**config.mk**
```make
export PLATFORM = sky130hd
export DESIGN_NAME = dcache_mem_ctrl
export DESIGN_NICKNAME = d
export VERILOG_FILES = /design/src/rtl/dcache_mem_ctrl.sv
export SDC_FILE = /design/constraint.sdc
export NUM_CORES = 1
export LEC_CHECK = 0
export CAP_MARGIN = 20
export CORE_UTILIZATION = 52
export DETAILED_ROUTE_END_ITERATION = 16
export PLACE_DENSITY_LB_ADDON = 0.1
export SLEW_MARGIN = 20
export SYNTH_ARGS = -nofsm -noshare
export SYNTH_HDL_FRONTEND = slang
export SYNTH_SLANG_ARGS = --single-unit
```
**constraint.sdc**
```tcl
create_clock -name clkIn -period 8 [get_ports clkIn]
set_clock_uncertainty 0.15 [all_clocks]
set_input_delay 2.4 -clock clkIn [delete_from_list [all_inputs] [get_ports clkIn]]
set_output_delay 2.4 -clock clkIn [all_outputs]
set_load 0.005 [all_outputs]
```
**src/rtl/dcache_mem_ctrl.sv**
```systemverilog
// dcache_mem_ctrl: serializes data-cache line fills and writebacks onto a byte-wide RAM port.
module dcache_mem_ctrl #(
   parameter int BLOCK_WIDTH = 4,
   parameter int BLOCK_SIZE  = 2 ** BLOCK_WIDTH
) (
   input  logic                      clkIn,
   input  logic                      resetIn,
   input  logic                      readyIn,
   input  logic                      miss,
   input  logic [31:BLOCK_WIDTH]     missAddr,
   input  logic                      readWriteIn,
   input  logic [BLOCK_SIZE*8-1:0]   writeBackIn,
   output logic                      memDataValid,
   output logic [31:BLOCK_WIDTH]     memAddr,
   output logic [BLOCK_SIZE*8-1:0]   memDataOut,
   output logic                      acceptWrite,
   input  logic [7:0]                ramDataIn,
   output logic [7:0]                ramDataOut,
   output logic [31:0]               ramAddr,
   output logic                      ramWrite,
   output logic                      busy
);
   typedef enum logic [2:0] {IDLE, READ, WRITE, FILL_DONE, WB_DONE} state_t;
   localparam logic [BLOCK_WIDTH:0] FULL = (BLOCK_WIDTH + 1)'(BLOCK_SIZE);
   state_t state, next_state;
   logic [BLOCK_WIDTH:0] cnt;
   logic pend;
   logic [31:BLOCK_WIDTH] line;
   logic [BLOCK_SIZE*8-1:0] wb_line, fill_line;
   logic [31:0] issue_addr, held_addr;
   logic [BLOCK_WIDTH-1:0] off, cap_idx;
   always_comb begin
      next_state = state;
      case (state)
         IDLE:    if (readyIn && miss) next_state = readWriteIn ? READ : WRITE;
         READ:    if (readyIn && pend && cnt == FULL) next_state = FILL_DONE;
         WRITE:   if (readyIn && cnt == FULL - 1'b1) next_state = WB_DONE;
         default: if (readyIn) next_state = IDLE;
      endcase
   end
   // once all bytes are issued the address stays on the last byte of the line
   assign off = cnt[BLOCK_WIDTH] ? '1 : cnt[BLOCK_WIDTH-1:0];
   assign cap_idx = cnt[BLOCK_WIDTH-1:0] - 1'b1;
   assign issue_addr = (state == READ || state == WRITE) ? {line, off} : 32'd0;
   // a stall keeps the pending read's address on the bus so its data is still valid afterwards
   assign ramAddr = readyIn ? issue_addr : held_addr;
   assign ramWrite = readyIn && state == WRITE;
   assign ramDataOut = state == WRITE ? wb_line[{off, 3'b000} +: 8] : 8'd0;
   assign memDataValid = state == FILL_DONE;
   assign acceptWrite = state == WB_DONE;
   assign memAddr = line;
   assign memDataOut = fill_line;
   assign busy = state != IDLE;
   always_ff @(posedge clkIn) begin
      if (resetIn) begin
         state     <= IDLE;
         cnt       <= '0;
         pend      <= 1'b0;
         line      <= '0;
         wb_line   <= '0;
         fill_line <= '0;
         held_addr <= '0;
      end else if (readyIn) begin
         state     <= next_state;
         held_addr <= issue_addr;
         if (state == IDLE && miss) begin
            line    <= missAddr;
            wb_line <= writeBackIn;
            cnt     <= '0;
            pend    <= 1'b0;
         end
         if (state == READ && pend) fill_line[{cap_idx, 3'b000} +: 8] <= ramDataIn;
         if (state == READ) pend <= !cnt[BLOCK_WIDTH];
         if ((state == READ && !cnt[BLOCK_WIDTH]) || state == WRITE) cnt <= cnt + 1'b1;
      end
   end
endmodule

```
==> impl_metrics.yaml, run 1 <==
grt:
  grt.busiest_layer: "met2"
  grt_max_degree: 134
  grt_first_pass_wirelength_mm: 58.85
  grt_usage_pct: 28.15
  use_met3_pct: 4.304
  met2_usage_pct: 47.50
  grt_util_met1_pct: 35.56
  grt_pass1_vias: 11220
  grt_antenna_before_repair: 3
  grt.overflow.total: 0
sta:
  finalSetupViolCount: 0
  fin_setup_tns_ns: 0
  grt_setup_unrepaired: "no"
  drv_slew: 0
  worst_slew_pin_slew_ns: 1.078
  finalHoldViolCount: 0
  min_period_ns: 6.890
  finalCritPeriodShare_pct: 86.12
  fmax_mhz: 145.1
  worst_slack_ns: 1.110
  slew_headroom_pct: 28.15
clock_tree:
  cts.sinks: 325
  holdBufCountCts: 0
  path_clk_slew_ns: 0.06
  clk_latency_ns: 0.51
  htreeDepth: 2
  cts.path.max_buffers: 3
  cts-root-buf: "clkbuf_16"
  cts_tree: "yes"
  cts_resized: 0
  post_cts_buffers: 0
  numCtsBuffers: 34
die:
  ios: 369
  fp.dieArea_um2: 26530
  num_rows: 58
  core_um2: 25250
  die_h_um: 162.9
  initial_utilization_pct: 53.28
  die_w_um: 162.9
setup_path:
  crit_slowest_cell: "clkdlybuf4s50_1"
  cp.arrival_ns: 4.34
  reg2reg_to: "memDataOut[20]$_SDFFE_PP0P_"
  r2r_setup_slack_ns: 3.82
  crit_family: "buffers and inverters"
  reg2reg_depth: 7
  critPathMaxStageDelay_ns: 0.59
  startpoint_type: "input port"
  cp_num_buf_inv: 3
  critPathCaptureType: "output port"
  cpMostUsedCell: "clkdlybuf4s50_1"
  required_ns: 5.45
  r2r-start: "cnt[1]$_SDFFE_PP0P_"
  path_class: "input port to output port"
  worst-path-max-fanout: 30
  crit_chain: "clkdlybuf4s50_1, nand2b_1, nor2b_2, buf_4, a22o_1, clkdlybuf4s50_1"
detailed_routing:
  vias: 11840
  post_drt_wl_per_cell_um: 17.65
  drt.antenna.violating_nets: 0
  drtPass1Iterations: 8
  drt_wl_total_mm: 38.26
  drt_iter0_drc: 824
  viasPerCell: 5.462
  drc_errors: 0
min_path:
  hold_depth: 2
  hp-start: "memDataOut[0]$_SDFFE_PP0P_"
  worstHoldEndpoint: "memDataOut[0]$_SDFFE_PP0P_"
  hp-class: "flop to flop"
cells_and_area:
  regArea_um2: 6509
  nets: 1986
  fill_cells: 1984
  multi_input_area_um2: 6475
  fin_util_pct: 72.30
  final_layout_size_suffix_gt1_share_pct: 5.998
  syn_to_final_growth_pct: 35.69
logic_synthesis:
  synth-seq-area-share_pct: 48.35
  synthCells: 1513
  synth_flop_cell: "dfxtp_1"
  yosysUniqueCellTypes: 55
  synthesis.nets: 1688
  synth_area_um2: 13460
  avgSynthCellArea_um2: 8.894
  ys_ff_latch: 325
  ys_warn_count: 0
  synth_edf_count: 0
  async_reset_ff_share_pct: 0
run:
  max_cap_violations: 0
power:
  power.leakage_uw: 0.006447
  vdd_drop_max_v: 0.0001878
  p_per_area_nw_per_um2: 195.1
place:
  dpl.hpwl_mm: 26.48
  dp_worst_setup_slack_ns: 1.151
  gp_congestion: 0.8415
  io_buffers: 368
outcome:
  status: "completed"
==> through the flow <==
step           cell area (µm²)  hold slack, ns  total power (µW)  instances
4_1_cts                  18240          0.3020              3581       2164
6_report                 18260          0.3005              3563       2167
5_1_grt                  18260          0.3166              3688       2167
2_1_floorplan            13460          0.2817              1897       1513
3_3_place_gp             17160          0.2890              2050       2105
3_5_place_dp             17160          0.2939              2056       2105
==> state kept, by name, indices dropped and copies added, names as in the netlist <==
register / cells
pend: 1
state: 3
memDataOut: 128
wb_line: 128
memAddr: 28
held_addr: 32
cnt: 5
==> area by class of cell <==
class / instances / area share (%)
sequential: 325 / 35.64
clock inverter: 8 / 0.3700
multi-input combinational: 1069 / 35.46
clock buffer: 51 / 5.578
timing repair buffer: 376 / 20.54
tap: 330 / 2.261
antenna: 3 / 0.04111
inverter: 5 / 0.1028
==> placed cells by master, fill, tap and decap left out, types with 19 or more instances in the layout <==
cell	count
nand2_1	383
clkdlybuf4s50_1	367
dfxtp_1	323
a21oi_1	188
mux2i_1	112
nand2b_1	107
clkbuf_16	37
nor2b_1	32
a22o_1	30
o21ai_0	30
nor2_1	19
nand3b_1	19
==> metal layers <==
metal / vias to the layer above / share of wire (%)
li1: 5730 / -
met1: 5602 / 41
met2: 422 / 49
met3: 83 / 5.6
met4: 0 / 4.1
met5: - / 0
==> cell families (layout without fill, tap and decap cells) <==
group                    Yosys count  after routing  synth area share [%]
AND/OR/NAND/NOR                  628            628                 22.53
flip-flops                       325            325                 48.35
AO/OA/AOI/OAI                    292            292                 12.58
multiplexers                     137            137                 11.76
buffers and inverters            119            440                 3.719
adder cells (fa/ha/maj)            6              6                0.5579
XOR/XNOR                           6              6                0.5021
other                              0              3                     0
==> worst min-delay path, stage by stage, from the launching register on <==
cell and delay, ns:
dfxtp_1 0.31, nand2_1 0.05, a21oi_1 0.05
==> Yosys cell counts, drive strengths merged, types with 2 or more instances <==
| cell type | count | area share (%) |
|---|---|---|
| and2 | 9 | 0.44 |
| nor2 | 19 | 0.53 |
| nand3b | 19 | 1.1 |
| nand3 | 13 | 0.48 |
| nor2b | 33 | 1.5 |
| nand2b | 107 | 5.0 |
| mux4 | 16 | 2.7 |
| and3 | 3 | 0.14 |
| ha | 6 | 0.56 |
| o2bb2ai | 2 | 0.13 |
| a21oi | 188 | 7.0 |
| nor3 | 24 | 1.7 |
| clkbuf | 92 | 2.6 |
| o21ai | 31 | 1.2 |
| a22o | 30 | 2.0 |
| mux2i | 112 | 8.3 |
| clkinv | 2 | 0.056 |
| or3b | 2 | 0.13 |
| xor2 | 3 | 0.20 |
| a221oi | 6 | 0.39 |
| nor3b | 2 | 0.11 |
| a211o | 4 | 0.26 |
| or3 | 5 | 0.23 |
| buf | 22 | 1.0 |
| a31oi | 3 | 0.14 |
| o22ai | 10 | 0.46 |
| inv | 3 | 0.084 |
| nand2 | 384 | 11 |
| o21a | 2 | 0.11 |
| a211oi | 5 | 0.28 |
| dfxtp | 325 | 48 |
| xnor2 | 3 | 0.31 |
| o221ai | 6 | 0.39 |
| mux2 | 9 | 0.75 |
| or2 | 3 | 0.14 |
==> report_power, final <==
part           switching [µW]  internal [µW]
clock                     628            912
combinational             168            160
sequential               32.1           1660
total                     828           2730
==> how the worst max path moves through the flow <==
stage | from | endpoint | slack [ns] | depth (start not counted)
6_report | readyIn | ramAddr[8] | 1.11 | 6
5_1_grt | readyIn | ramAddr[8] | 1.03 | 6
4_1_cts | readyIn | ramAddr[8] | 1.15 | 6
3_5_place_dp | readyIn | ramAddr[8] | 1.15 | 6
3_3_place_gp | readyIn | ramAddr[23] | 1.22 | 6
2_1_floorplan | readyIn | ramAddr[0] | 2.35 | 4
(Power assumes the default switching activity.)
==> run 2, diff against run 1 <==
- GPL_TIMING_DRIVEN: default -> 1
- SLEW_MARGIN: 20 -> default
==> run 2 against run 1 <==
Cell count increased by 0.14%. Flip-flop and latch count unchanged. Hold slack got worse by 0.0031 ns. Sequential share of layout area decreased by 0.051 points. Register-to-register slack about the same. Via count increased by 0.23%. Largest power group unchanged.
==> impl_metrics.yaml, run 2 (synthesis gave the netlist of run 1 again) <==
cells_and_area:
  layout_commonest_cell: "nand2_1"
  final_area_um2: 18290
  final_cell_mix: "nand2_1, clkdlybuf4s50_1, dfxtp_1"
  nets: 1988
  final_layout_size_suffix_gt1_share_pct: 6.046
  fin_cells: 2170
  fill_cells: 1984
  syn_to_final_growth_pct: 35.89
die:
  die_h_um: 162.9
  core_um2: 25250
  die_w_um: 162.9
  num_rows: 58
  ios: 369
  fp.dieArea_um2: 26530
  initial_utilization_pct: 53.28
detailed_routing:
  post_drt_wl_per_cell_um: 17.66
  vias: 11860
  drtPass1Iterations: 6
  drc_errors: 0
  viasPerCell: 5.467
  drt.antenna.violating_nets: 0
  drt_wl_total_mm: 38.32
  drt_iter0_drc: 914
sta:
  finalSetupViolCount: 0
  finalHoldViolCount: 0
  min_period_ns: 6.875
  slew_headroom_pct: 27.67
  fin_setup_tns_ns: 0
  worst_slew_pin_slew_ns: 1.085
  fmax_mhz: 145.5
  grt_setup_unrepaired: "no"
  finalCritPeriodShare_pct: 85.93
  drv_slew: 0
power:
  power.leakage_uw: 0.006462
  p_per_area_nw_per_um2: 194.9
  vdd_drop_max_v: 0.0001882
clock_tree:
  path_clk_slew_ns: 0.06
  post_cts_buffers: 0
  holdBufCountCts: 0
  cts_resized: 0
  numCtsBuffers: 34
  cts.path.max_buffers: 3
  cts-root-buf: "clkbuf_16"
  cts.sinks: 325
  clk_latency_ns: 0.51
  htreeDepth: 2
  cts_tree: "yes"
setup_path:
  required_ns: 5.45
  critPathCaptureType: "output port"
  reg2reg_to: "memDataOut[20]$_SDFFE_PP0P_"
  reg2reg_depth: 7
  r2r_setup_slack_ns: 3.81
  startpoint_type: "input port"
  crit_family: "buffers and inverters"
  cpMostUsedCell: "clkdlybuf4s50_1"
  r2r-start: "cnt[1]$_SDFFE_PP0P_"
  worst-path-max-fanout: 30
  cp_num_buf_inv: 3
  critPathMaxStageDelay_ns: 0.58
  crit_chain: "clkdlybuf4s50_1, nand2b_1, nor2b_2, buf_4, a22o_1, clkdlybuf4s50_1"
  crit_slowest_cell: "clkdlybuf4s50_1"
  cp.arrival_ns: 4.32
  path_class: "input port to output port"
run:
  max_cap_violations: 0
place:
  gp_congestion: 0.8415
  dpl.hpwl_mm: 26.48
  post-place-cells: 2105
  dpl_cell_area_um2: 17160
  io_buffers: 368
min_path:
  worstHoldEndpoint: "memDataOut[0]$_SDFFE_PP0P_"
  hp-start: "memDataOut[0]$_SDFFE_PP0P_"
  hold_depth: 2
  hp-class: "flop to flop"
outcome:
  status: "completed"
grt:
  grt_pass1_vias: 11220
  grt_first_pass_wirelength_mm: 58.85
  grt_usage_pct: 28.15
  grt_antenna_before_repair: 3
  grt_max_degree: 134
  grt.overflow.total: 0
## run 2: changes by cell type in the layout (fill, tap and decap cells not counted)
| cell | before | now |
|---|---|---|
| buf_16 | 0 | 1 |
| buf_2 | 0 | 1 |
| buf_4 | 7 | 8 |
| buf_6 | 1 | 0 |
| diode_2 | 3 | 4 |
| nor3b_1 | 1 | 2 |
| nor3b_2 | 1 | 0 |
## run 2: metal layers
layer | GRT usage, % | vias up | routed length [µm]
li1 | - | 5730 | -
met4 | 12.40 | 0 | 1394
met1 | 35.56 | 5607 | 15530
met2 | 47.50 | 448 | 19030
met3 | 4.304 | 79 | 2355
met5 | 0 | - | 0
## run 2: layout make-up
cell class                      count  area [µm²]  share of cell area [%]
Tap cell                          330       412.9                   2.258
Clock buffer                       51        1018                   5.570
Inverter                            5       18.77                  0.1026
Clock inverter                      8       67.56                  0.3695
Sequential cell                   325        6509                   35.59
Multi-Input combinational cell   1069        6470                   35.38
Antenna cell                        4       10.01                 0.05474
Timing Repair Buffer              378        3780                   20.67
## run 2: power by group
group	internal, µW	leakage [µW]	total, µW	switching, µW
clock network	912	0.000534	1540	628
registers	1660	0.00263	1690	32.0
logic	161	0.00329	330	168
## run 2: metrics by stage
stage               hold WS (ns)  utilization, %  total power (µW)  worst slack, ns
floorplan                 0.2817               -              1897            2.353
global placement          0.2890           67.94              2050            1.219
detailed placement        0.2939           67.94              2056            1.151
CTS                       0.3020           72.24              3581            1.150
global route              0.3166           72.40              3689            1.027
finish                    0.2974           72.41              3565            1.125
## run 2: tightest hold or removal path, delay by kind of cell, from the launching register on
kind	cells	cell delay (ns)
flops	1	0.31
simple gates	1	0.05
compound gates	1	0.05
## run 2: worst max-delay path by stage
stage / slack (ns) / cells past startpoint / end / startpoint
after floorplan: 2.35 / 4 / ramAddr[0] / readyIn
after global placement: 1.22 / 6 / ramAddr[23] / readyIn
after detailed placement: 1.15 / 6 / ramAddr[8] / readyIn
after CTS: 1.15 / 6 / ramAddr[8] / readyIn
after global routing: 1.03 / 6 / ramAddr[8] / readyIn
final: 1.13 / 6 / ramAddr[8] / readyIn
